[src/rtl/muldiv_pkg.sv]
// rtl/muldiv_pkg.sv - shared M-extension funct3 codes and muldiv FSM encodings
package muldiv_pkg;

  localparam logic [2:0] F3_MUL    = 3'b000;
  localparam logic [2:0] F3_MULH   = 3'b001;
  localparam logic [2:0] F3_MULHSU = 3'b010;
  localparam logic [2:0] F3_MULHU  = 3'b011;
  localparam logic [2:0] F3_DIV    = 3'b100;
  localparam logic [2:0] F3_DIVU   = 3'b101;
  localparam logic [2:0] F3_REM    = 3'b110;
  localparam logic [2:0] F3_REMU   = 3'b111;

  localparam logic [1:0] S_IDLE = 2'd0;
  localparam logic [1:0] S_CALC = 2'd1;
  localparam logic [1:0] S_FIX  = 2'd2;
  localparam logic [1:0] S_DONE = 2'd3;

endpackage

[src/rtl/muldiv_step.sv]
// rtl/muldiv_step.sv - one shift-add multiply or restoring divide iteration
module muldiv_step #(
  parameter int XLEN = 32
) (
  input  logic [2*XLEN-1:0] acc,
  input  logic [XLEN-1:0]   operand,
  input  logic              div,
  output logic [2*XLEN-1:0] acc_next
);

  logic [XLEN:0] sum;
  logic [XLEN:0] r_ext;
  logic [XLEN:0] diff;

  // acc = {hi, lo}: multiply shifts right adding into hi; divide shifts
  // the partial remainder left and sets a quotient bit in lo on success.
  always_comb begin
    sum   = {1'b0, acc[2*XLEN-1:XLEN]} + (acc[0] ? {1'b0, operand} : '0);
    r_ext = acc[2*XLEN-1:XLEN-1];
    diff  = r_ext - {1'b0, operand};
    if (div) begin
      if (diff[XLEN])
        acc_next = {r_ext[XLEN-1:0], acc[XLEN-2:0], 1'b0};
      else
        acc_next = {diff[XLEN-1:0], acc[XLEN-2:0], 1'b1};
    end else begin
      acc_next = {sum, acc[XLEN-1:1]};
    end
  end

endmodule

[src/rtl/muldiv.sv]
// rtl/muldiv.sv - iterative RV32M multiply/divide unit with pipeline stall
module muldiv
  import muldiv_pkg::*;
#(
  parameter int XLEN = 32
) (
  input  logic            iclk,
  input  logic            irst,
  input  logic            istart,
  input  logic [2:0]      ifunct3,
  input  logic [XLEN-1:0] ia,
  input  logic [XLEN-1:0] ib,
  input  logic            iflush,
  output logic            ostall,
  output logic            ovalid,
  output logic [XLEN-1:0] oresult
);

  localparam logic [5:0] LAST = 6'(XLEN - 1);

  logic [1:0]        state;
  logic [5:0]        cnt;
  logic [2:0]        f3_q;
  logic              neg_q;
  logic [2*XLEN-1:0] acc;
  logic [2*XLEN-1:0] acc_next;
  logic [XLEN-1:0]   opb;

  logic              a_sgn, b_sgn, sa, sb, is_div, is_rem, div_zero, ovf, neg_start;
  logic [XLEN-1:0]   a_mag, b_mag, short_res, fix_res;
  logic [2*XLEN-1:0] prod_s;
  logic [XLEN-1:0]   quo_s, rem_s;

  always_comb begin
    a_sgn    = !(ifunct3 == F3_MULHU || ifunct3 == F3_DIVU || ifunct3 == F3_REMU);
    b_sgn    = (ifunct3 == F3_MUL || ifunct3 == F3_MULH || ifunct3 == F3_DIV || ifunct3 == F3_REM);
    sa       = a_sgn & ia[XLEN-1];
    sb       = b_sgn & ib[XLEN-1];
    a_mag    = sa ? -ia : ia;
    b_mag    = sb ? -ib : ib;
    is_div   = ifunct3[2];
    is_rem   = ifunct3[2] & ifunct3[1];
    div_zero = is_div && (ib == '0);
    ovf      = (ifunct3 == F3_DIV || ifunct3 == F3_REM) &&
               (ia == {1'b1, {(XLEN-1){1'b0}}}) && (ib == '1);
    // Remainder follows the dividend sign; everything else takes the xor.
    neg_start = (ifunct3 == F3_REM) ? sa : (sa ^ sb);
    if (div_zero)
      short_res = is_rem ? ia : '1;
    else
      short_res = is_rem ? '0 : ia;
  end

  always_comb begin
    prod_s = neg_q ? -acc : acc;
    quo_s  = neg_q ? -acc[XLEN-1:0] : acc[XLEN-1:0];
    rem_s  = neg_q ? -acc[2*XLEN-1:XLEN] : acc[2*XLEN-1:XLEN];
    case (f3_q)
      F3_MUL:                       fix_res = prod_s[XLEN-1:0];
      F3_MULH, F3_MULHSU, F3_MULHU: fix_res = prod_s[2*XLEN-1:XLEN];
      F3_DIV, F3_DIVU:              fix_res = quo_s;
      F3_REM, F3_REMU:              fix_res = rem_s;
      default:                      fix_res = '0;
    endcase
  end

  muldiv_step #(.XLEN(XLEN)) u_step (
    .acc      (acc),
    .operand  (opb),
    .div      (f3_q[2]),
    .acc_next (acc_next)
  );

  always_ff @(posedge iclk or posedge irst) begin
    if (irst) begin
      state   <= S_IDLE;
      cnt     <= '0;
      f3_q    <= '0;
      neg_q   <= 1'b0;
      acc     <= '0;
      opb     <= '0;
      oresult <= '0;
    end else if (iflush) begin
      state <= S_IDLE;
    end else begin
      case (state)
        S_IDLE: if (istart) begin
          f3_q  <= ifunct3;
          neg_q <= neg_start;
          acc   <= {{XLEN{1'b0}}, a_mag};
          opb   <= b_mag;
          cnt   <= '0;
          if (div_zero || ovf) begin
            oresult <= short_res;
            state   <= S_DONE;
          end else begin
            state <= S_CALC;
          end
        end
        S_CALC: begin
          acc <= acc_next;
          cnt <= cnt + 6'd1;
          if (cnt == LAST) state <= S_FIX;
        end
        S_FIX: begin
          oresult <= fix_res;
          state   <= S_DONE;
        end
        default: state <= S_IDLE;
      endcase
    end
  end

  assign ostall = ~irst & ((state == S_IDLE & istart & ~iflush) |
                           (state == S_CALC) | (state == S_FIX));
  assign ovalid = (state == S_DONE) & ~iflush;

endmodule

[config.mk]
export PLATFORM = sky130hd
export DESIGN_NAME = muldiv
export DESIGN_NICKNAME = d
export VERILOG_FILES = /design/src/rtl/muldiv_pkg.sv /design/src/rtl/muldiv_step.sv /design/src/rtl/muldiv.sv
export SDC_FILE = /design/constraint.sdc
export NUM_CORES = 1
export LEC_CHECK = 0
export CAP_MARGIN = 30
export CELL_PAD_IN_SITES_DETAIL_PLACEMENT = 0
export CELL_PAD_IN_SITES_GLOBAL_PLACEMENT = 1
export CORE_AREA = 2 2 239 241
export CTS_CLUSTER_SIZE = 28
export DETAILED_ROUTE_END_ITERATION = 8
export DIE_AREA = 0 0 241 243
export GPL_TIMING_DRIVEN = 0
export PLACE_DENSITY = 0.5
export SLEW_MARGIN = 20
export SYNTH_ARGS = -nofsm -noshare
export SYNTH_HDL_FRONTEND = slang
export SYNTH_SLANG_ARGS = --single-unit
export TNS_END_PERCENT = 50
[constraint.sdc]
create_clock -name iclk -period 7 [get_ports iclk]
set_clock_uncertainty 0.15 [all_clocks]
set_input_delay 2.1 -clock iclk [delete_from_list [all_inputs] [get_ports iclk]]
set_output_delay 2.1 -clock iclk [all_outputs]
set_load 0.02 [all_outputs]
==> flow_metrics.env, run 1 <==
export IMPL_antenna_found_initial=1
export IMPL_die_w_um=241
export IMPL_via_per_inst=5.29
export IMPL_synthToLayoutAreaGrowth_pct=19.5
export IMPL_initial_core_util_pct=24.7
export IMPL_layout_commonest_cell="nand2_1"
export IMPL_final_cell_mix="232 x nand2_1, 224 x o21ai_0, 147 x nor2_1"
export IMPL_fin_crit_sh_pct=94.7
export IMPL_cts_tree="yes"
export IMPL_crit_family="buffers and inverters"
export IMPL_pwr_share_comb_pct=69.7
export IMPL_drc=0
export IMPL_slew_viol_final=0
export IMPL_crit_path_start_kind="input port"
export IMPL_switching_power_w=0.00482
export IMPL_crit_top_cell="clkdlybuf4s50_1"
export IMPL_min_period_ns=6.63
export IMPL_syn_avg_cell_area_um2=7.63
export IMPL_synth_edff_count=0
export IMPL_core_um2=56000
export IMPL_wl_per_cell_um=23.8
export IMPL_critPathSlowestCell="clkdlybuf4s50_1"
export IMPL_worstPathRequired_ns=4.75
export IMPL_vdd_drop_max_mv=0.221
export IMPL_clock_latency_ns=0.50
export IMPL_drive_above_1_share_pct=4.55
export IMPL_rows=87
export IMPL_internal_power_w=0.00396
export IMPL_setup_violations_final=0
export IMPL_io_buffer_count=104
export IMPL_worstPathArrival_ns=4.38
export IMPL_dp_slack_ns=-0.486
export IMPL_pwr_share_clk_pct=11.6
export IMPL_cts_buffers=17
export IMPL_die_y_um=243
export IMPL_cts_root_buf="clkbuf_16"
export IMPL_worst_path_buf_inv=4
export IMPL_final_nets=2091
export IMPL_timing_hold_ws_ns=0.328
export IMPL_cts_sinks=140
export IMPL_sw_frac_of_total_pct=54.9
export IMPL_status="finished clean"
export IMPL_dieArea_um2=58600
export IMPL_p_leak_nw=6.67
export IMPL_rsz0062_at_grt="false"
export IMPL_htree_num_levels=4
export IMPL_grt_overflow=0
export IMPL_cpPeakStageDelay_ns=0.66
export IMPL_grt_pass1_vias=14200
export IMPL_critPathKind="input port to output port"
export IMPL_slew_headroom_pct=35.9
export IMPL_fin_tns_setup_ns=0
export IMPL_fmax_ghz=0.151
export IMPL_worstPathCellList="clkdlybuf4s50_1 -> nand3b_1 -> buf_4 -> clkbuf_2 -> a21oi_1 -> clkdlybuf4s50_1"
export IMPL_first_iter_violations=947
export IMPL_cap_violations=0
export IMPL_netlist_cell_type_count=74
export IMPL_ant_nets=0
export IMPL_n_fill_cell=6195
export IMPL_hold_viol=0
export IMPL_wl_um=64600
export IMPL_track_usage_pct=22.3
export IMPL_place_hpwl_um=52000
export IMPL_dr_pass1_iters=5
export IMPL_io_pins=105
export IMPL_worst_pin_slew_ns=0.953
export IMPL_reg2reg_setup_slack_ns=0.98
export IMPL_ys_seq_area_share_pct=25.3
export IMPL_crit_fanout=11
export IMPL_gp_congestion=0.924
export IMPL_cp_startpoint="iflush"
export IMPL_ys_ff_latch=140
export IMPL_netlist_area_um2=13800
export IMPL_vias=14400
export IMPL_synth_main_ff_cell="dfrtp_1"
export IMPL_setup_slack_ns=0.374
export IMPL_power_total_w=0.00879
export IMPL_grt_max_degree=83
export IMPL_clk_pin_slew_ns=0.06
export IMPL_synth_cells=1814
export IMPL_async_flop_share_pct=100
export IMPL_ys_warn_count=0
export IMPL_power_density_nw_per_um2=531
export IMPL_p_seq_share_pct=18.7
export IMPL_min_path_type="register to register"
export IMPL_r2r_start="acc[32]$_DFFE_PP0P_"
export IMPL_cts_hold_buf=0
export IMPL_clockBufferDepth=2
export IMPL_holdCritStartpoint="opb[15]$_DFFE_PP0P_"
export IMPL_syn_nets=1962
export IMPL_grt_pass1_wl_um=95700
export IMPL_end_kind="output port"
==> layout make-up <==
class                           instances  area [um^2]  area share (%)
Sequential cell                       140         3500            21.2
Tap cell                              756          946            5.72
Timing Repair Buffer                  111         1110            6.73
Inverter                               64          248            1.50
Buffer                                108          444            2.68
Clock inverter                         12          169            1.02
Antenna cell                            1         2.50          0.0151
Clock buffer                           20          457            2.76
Multi-Input combinational cell       1501         9660            58.4
==> layer usage <==
metal,GRT usage (%),share of wire [%],up-vias
met5,0,0,-
met4,8.26,3.0,0
met3,2.79,4.3,83
met2,38.1,49,393
met1,28.5,44,7048
li1,-,-,6828
==> tightest hold or removal path: cells and delay by family, from the launching register on <==
family / cells / cell delay [ns]
flip-flops: 1 / 0.34
AO/OA/AOI/OAI: 1 / 0.06
AND/OR/NAND/NOR: 1 / 0.04
==> registers in the layout (all words and copies together) (netlist names) <==
register and flops:
f3_q 3, cnt 6, acc 64, state 2, neg_q 1, opb 32
oresult 32
==> stage by stage <==
step | util [%] | cells | area (um^2)
finish | 29.6 | 2713 | 16500
floorplan | - | 1814 | 13800
global placement | 28.3 | 2674 | 15800
global route | 29.6 | 2712 | 16500
CTS | 29.6 | 2713 | 16500
detailed placement | 28.4 | 2679 | 15900
==> logic make-up after synthesis <==
group           after synthesis  synth area share [%]
simple gates                588                  20.0
mux                          63                  4.64
xor+xnor                    178                  11.3
buf+inv                     173                  4.96
compound gates              589                  26.3
fa+ha+maj                    83                  7.50
flops                       140                  25.3
==> power by group through the flow <==
stage	clock (W)	combinational [W]	sequential, W
detailed placement	0	0.00607	0.00166
finish	0.00102	0.00612	0.00164
floorplan	0	0.00403	0.00154
global placement	0	0.00608	0.00165
global route	0.00108	0.00671	0.00170
CTS	0.00106	0.00611	0.00164
==> path summary, 6_finish.rpt <==
kind                                      endpoint  depth (start not counted)
setup reg to reg               acc[33]$_DFFE_PP0P_                         15
hold reg to reg                opb[15]$_DFFE_PP0P_                          2
min in group asynchronous      opb[27]$_DFFE_PP0P_                          2
hold / removal                 opb[15]$_DFFE_PP0P_                          2
max in group asynchronous  oresult[12]$_DFFE_PP0P_                          3
setup / recovery                            ostall                          6
==> synth_stat cells (all sizes together) (9+ instances only) <==
cell type / number / area share, %
nand3: 26 / 0.98
o31ai: 40 / 2.4
nand2b: 14 / 0.63
or3: 23 / 1.0
or2: 12 / 0.54
nor3: 28 / 1.1
clkbuf: 96 / 2.6
dfrtp: 140 / 25
a21oi: 111 / 4.0
a21o: 26 / 1.4
nand4: 23 / 1.0
o21ai: 236 / 8.5
xnor2: 87 / 5.5
ha: 75 / 6.8
inv: 64 / 1.7
mux2: 9 / 0.73
and2: 13 / 0.59
nor2: 147 / 4.0
o221ai: 17 / 1.1
o211ai: 20 / 1.1
or4: 17 / 0.95
buf: 13 / 0.62
a211oi: 15 / 0.85
nor4: 16 / 0.83
a31oi: 31 / 1.4
o21a: 15 / 0.81
o41ai: 15 / 0.95
a22oi: 17 / 0.92
nand2: 232 / 6.3
mux2i: 54 / 3.9
xor2: 91 / 5.8
==> what timing repair did <==
item / CTS / global route
buffers inserted: 2 / 0
resized for setup: 1 / 0
gates cloned: 0 / 0
setup endpoints to repair: 1 / 1
Power figures use the tool's default switching activity.
==> run 2: changes to the inputs <==
--- a/config.mk
+++ b/config.mk
@@ -14,6 +14,7 @@
 export DIE_AREA = 0 0 241 243
 export GPL_TIMING_DRIVEN = 0
 export PLACE_DENSITY = 0.5
+export RECOVER_POWER = 100
 export SLEW_MARGIN = 20
 export SYNTH_ARGS = -nofsm -noshare
 export SYNTH_HDL_FRONTEND = slang
==> flow_metrics.env, run 2 (same netlist as run 1, synthesis figures left out) <==
export IMPL_status="finished, violations left"
export IMPL_violations="capacitance limit, slew limit"
export IMPL_cts_hold_buf=0
export IMPL_worstPathArrival_ns=4.50
export IMPL_grt_overflow=0
export IMPL_cts_buffers=17
export IMPL_largest_reg_flops=64
export IMPL_worst_path_buf_inv=4
export IMPL_grt_pass1_wl_um=95700
export IMPL_min_path_type="register to register"
export IMPL_grt_max_degree=83
export IMPL_htree_num_levels=4
export IMPL_fin_crit_sh_pct=96.4
export IMPL_grt_pass1_vias=14200
export IMPL_hold_viol=0
export IMPL_dieArea_um2=58600
export IMPL_layout_commonest_cell="o21ai_0"
export IMPL_n_fill_cell=6208
export IMPL_first_iter_violations=945
export IMPL_crit_fanout=11
export IMPL_p_leak_nw=6.70
export IMPL_ant_nets=0
export IMPL_die_w_um=241
export IMPL_cts_sinks=140
export IMPL_crit_top_cell="dlygate4sd3_1"
export IMPL_track_usage_pct=22.3
export IMPL_power_density_nw_per_um2=530
export IMPL_top_regs="acc (64), opb (32), oresult (32)"
export IMPL_min_period_ns=6.75
export IMPL_critPathSlowestCell="dlygate4sd3_1"
export IMPL_placed_area_um2=15900
export IMPL_vdd_drop_max_mv=0.221
export IMPL_wl_per_cell_um=23.8
export IMPL_core_um2=56000
export IMPL_slew_headroom_pct=-110
export IMPL_cts_tree="yes"
export IMPL_setup_violations_final=0
export IMPL_rsz0062_at_grt="false"
export IMPL_clockBufferDepth=2
export IMPL_rows=87
export IMPL_fmax_ghz=0.148
export IMPL_end_kind="output port"
export IMPL_clock_latency_ns=0.50
export IMPL_final_cell_mix="234 x o21ai_0, 232 x nand2_1, 147 x nor2_1"
export IMPL_fin_tns_setup_ns=0
export IMPL_cts_root_buf="clkbuf_16"
export IMPL_synthToLayoutAreaGrowth_pct=19.1
export IMPL_fin_area_um2=16500
export IMPL_worst_pin_slew_ns=3.13
export IMPL_crit_family="buffers and inverters"
export IMPL_place_hpwl_um=52000
export IMPL_drive_above_1_share_pct=4.04
export IMPL_via_per_inst=5.31
export IMPL_slew_viol_final=59
export IMPL_vias=14400
export IMPL_drc=0
export IMPL_initial_core_util_pct=24.7
export IMPL_worstPathRequired_ns=4.75
export IMPL_final_nets=2091
export IMPL_dr_pass1_iters=5
export IMPL_gp_congestion=0.924
export IMPL_io_pins=105
export IMPL_top_register="acc"
export IMPL_crit_path_start_kind="input port"
export IMPL_wl_um=64500
export IMPL_die_y_um=243
export IMPL_io_buffer_count=104
export IMPL_cpPeakStageDelay_ns=0.72
export IMPL_cap_violations=1
export IMPL_critPathKind="input port to output port"
export IMPL_clk_pin_slew_ns=0.06
export IMPL_antenna_found_initial=1
export IMPL_worstPathCellList="dlygate4sd3_1 -> nand3b_1 -> buf_4 -> clkbuf_2 -> a21oi_1 -> dlygate4sd3_1"
export IMPL_reg2reg_setup_slack_ns=0.62
## run 2: what timing repair did
item,4_1_cts,5_1_grt
setup endpoints to repair,1,1
gates resized for setup,1,0
gates cloned,0,0
pin swaps,0,0
buffers inserted,2,0
## run 2: tightest hold or removal path, stage by stage, from the launching register on
cell and delay [ns]:
dfrtp_1 0.33, nand2_1 0.04, o21ai_0 0.05
## run 2: cell type report
type                    count  area [um^2]  share of cell area, %
multi-input cells        1501         9630                   58.4
flip-flops and latches    140         3500                   21.2
repair buffers            111         1110                   6.72
well taps                 756          946                   5.74
clock buffers              20          457                   2.77
plain buffers             108          430                   2.61
inverters                  64          241                   1.46
clock inverters            12          169                   1.02
diodes                      1         2.50                 0.0152
## run 2: path summary, 6_finish.rpt
| kind | startpoint | endpoint | cells past startpoint |
|---|---|---|---|
| setup / recovery | iflush | ostall | 6 |
| hold / removal | oresult[3]$_DFFE_PP0P_ | oresult[3]$_DFFE_PP0P_ | 2 |
| setup reg to reg | acc[32]$_DFFE_PP0P_ | acc[57]$_DFFE_PP0P_ | 14 |
| hold reg to reg | oresult[3]$_DFFE_PP0P_ | oresult[3]$_DFFE_PP0P_ | 2 |
| max in group asynchronous | irst | oresult[10]$_DFFE_PP0P_ | 2 |
| min in group asynchronous | irst | opb[27]$_DFFE_PP0P_ | 2 |
## run 2: report_power, final
group          internal [W]  total [W]  switching, W  leakage, nW
clock network      0.000610    0.00102      0.000411        0.306
registers           0.00116    0.00164      0.000482         1.78
logic               0.00216    0.00608       0.00392         4.61
total               0.00393    0.00874       0.00481         6.70
## run 2: metal layers
layer | part of all wire [%] | vias up | GRT usage (%)
met2 | 49 | 412 | 38.1
li1 | - | 6827 | -
met5 | 0 | - | 0
met3 | 4.1 | 81 | 2.79
met4 | 3.0 | 0 | 8.26
met1 | 44 | 7080 | 28.5
## run 2: through the flow
step	hold slack, ns	total power (W)	std cells	utilization [%]	setup slack (ns)
floorplan	0.299	0.00557	1814	-	0.997
detailed placement	0.322	0.00773	2679	28.4	-0.486
finish	0.318	0.00874	2713	29.5	0.249
global route	0.345	0.00944	2712	29.5	0.142
CTS	0.337	0.00881	2713	29.6	0.0128
global placement	0.316	0.00773	2674	28.3	-1.98
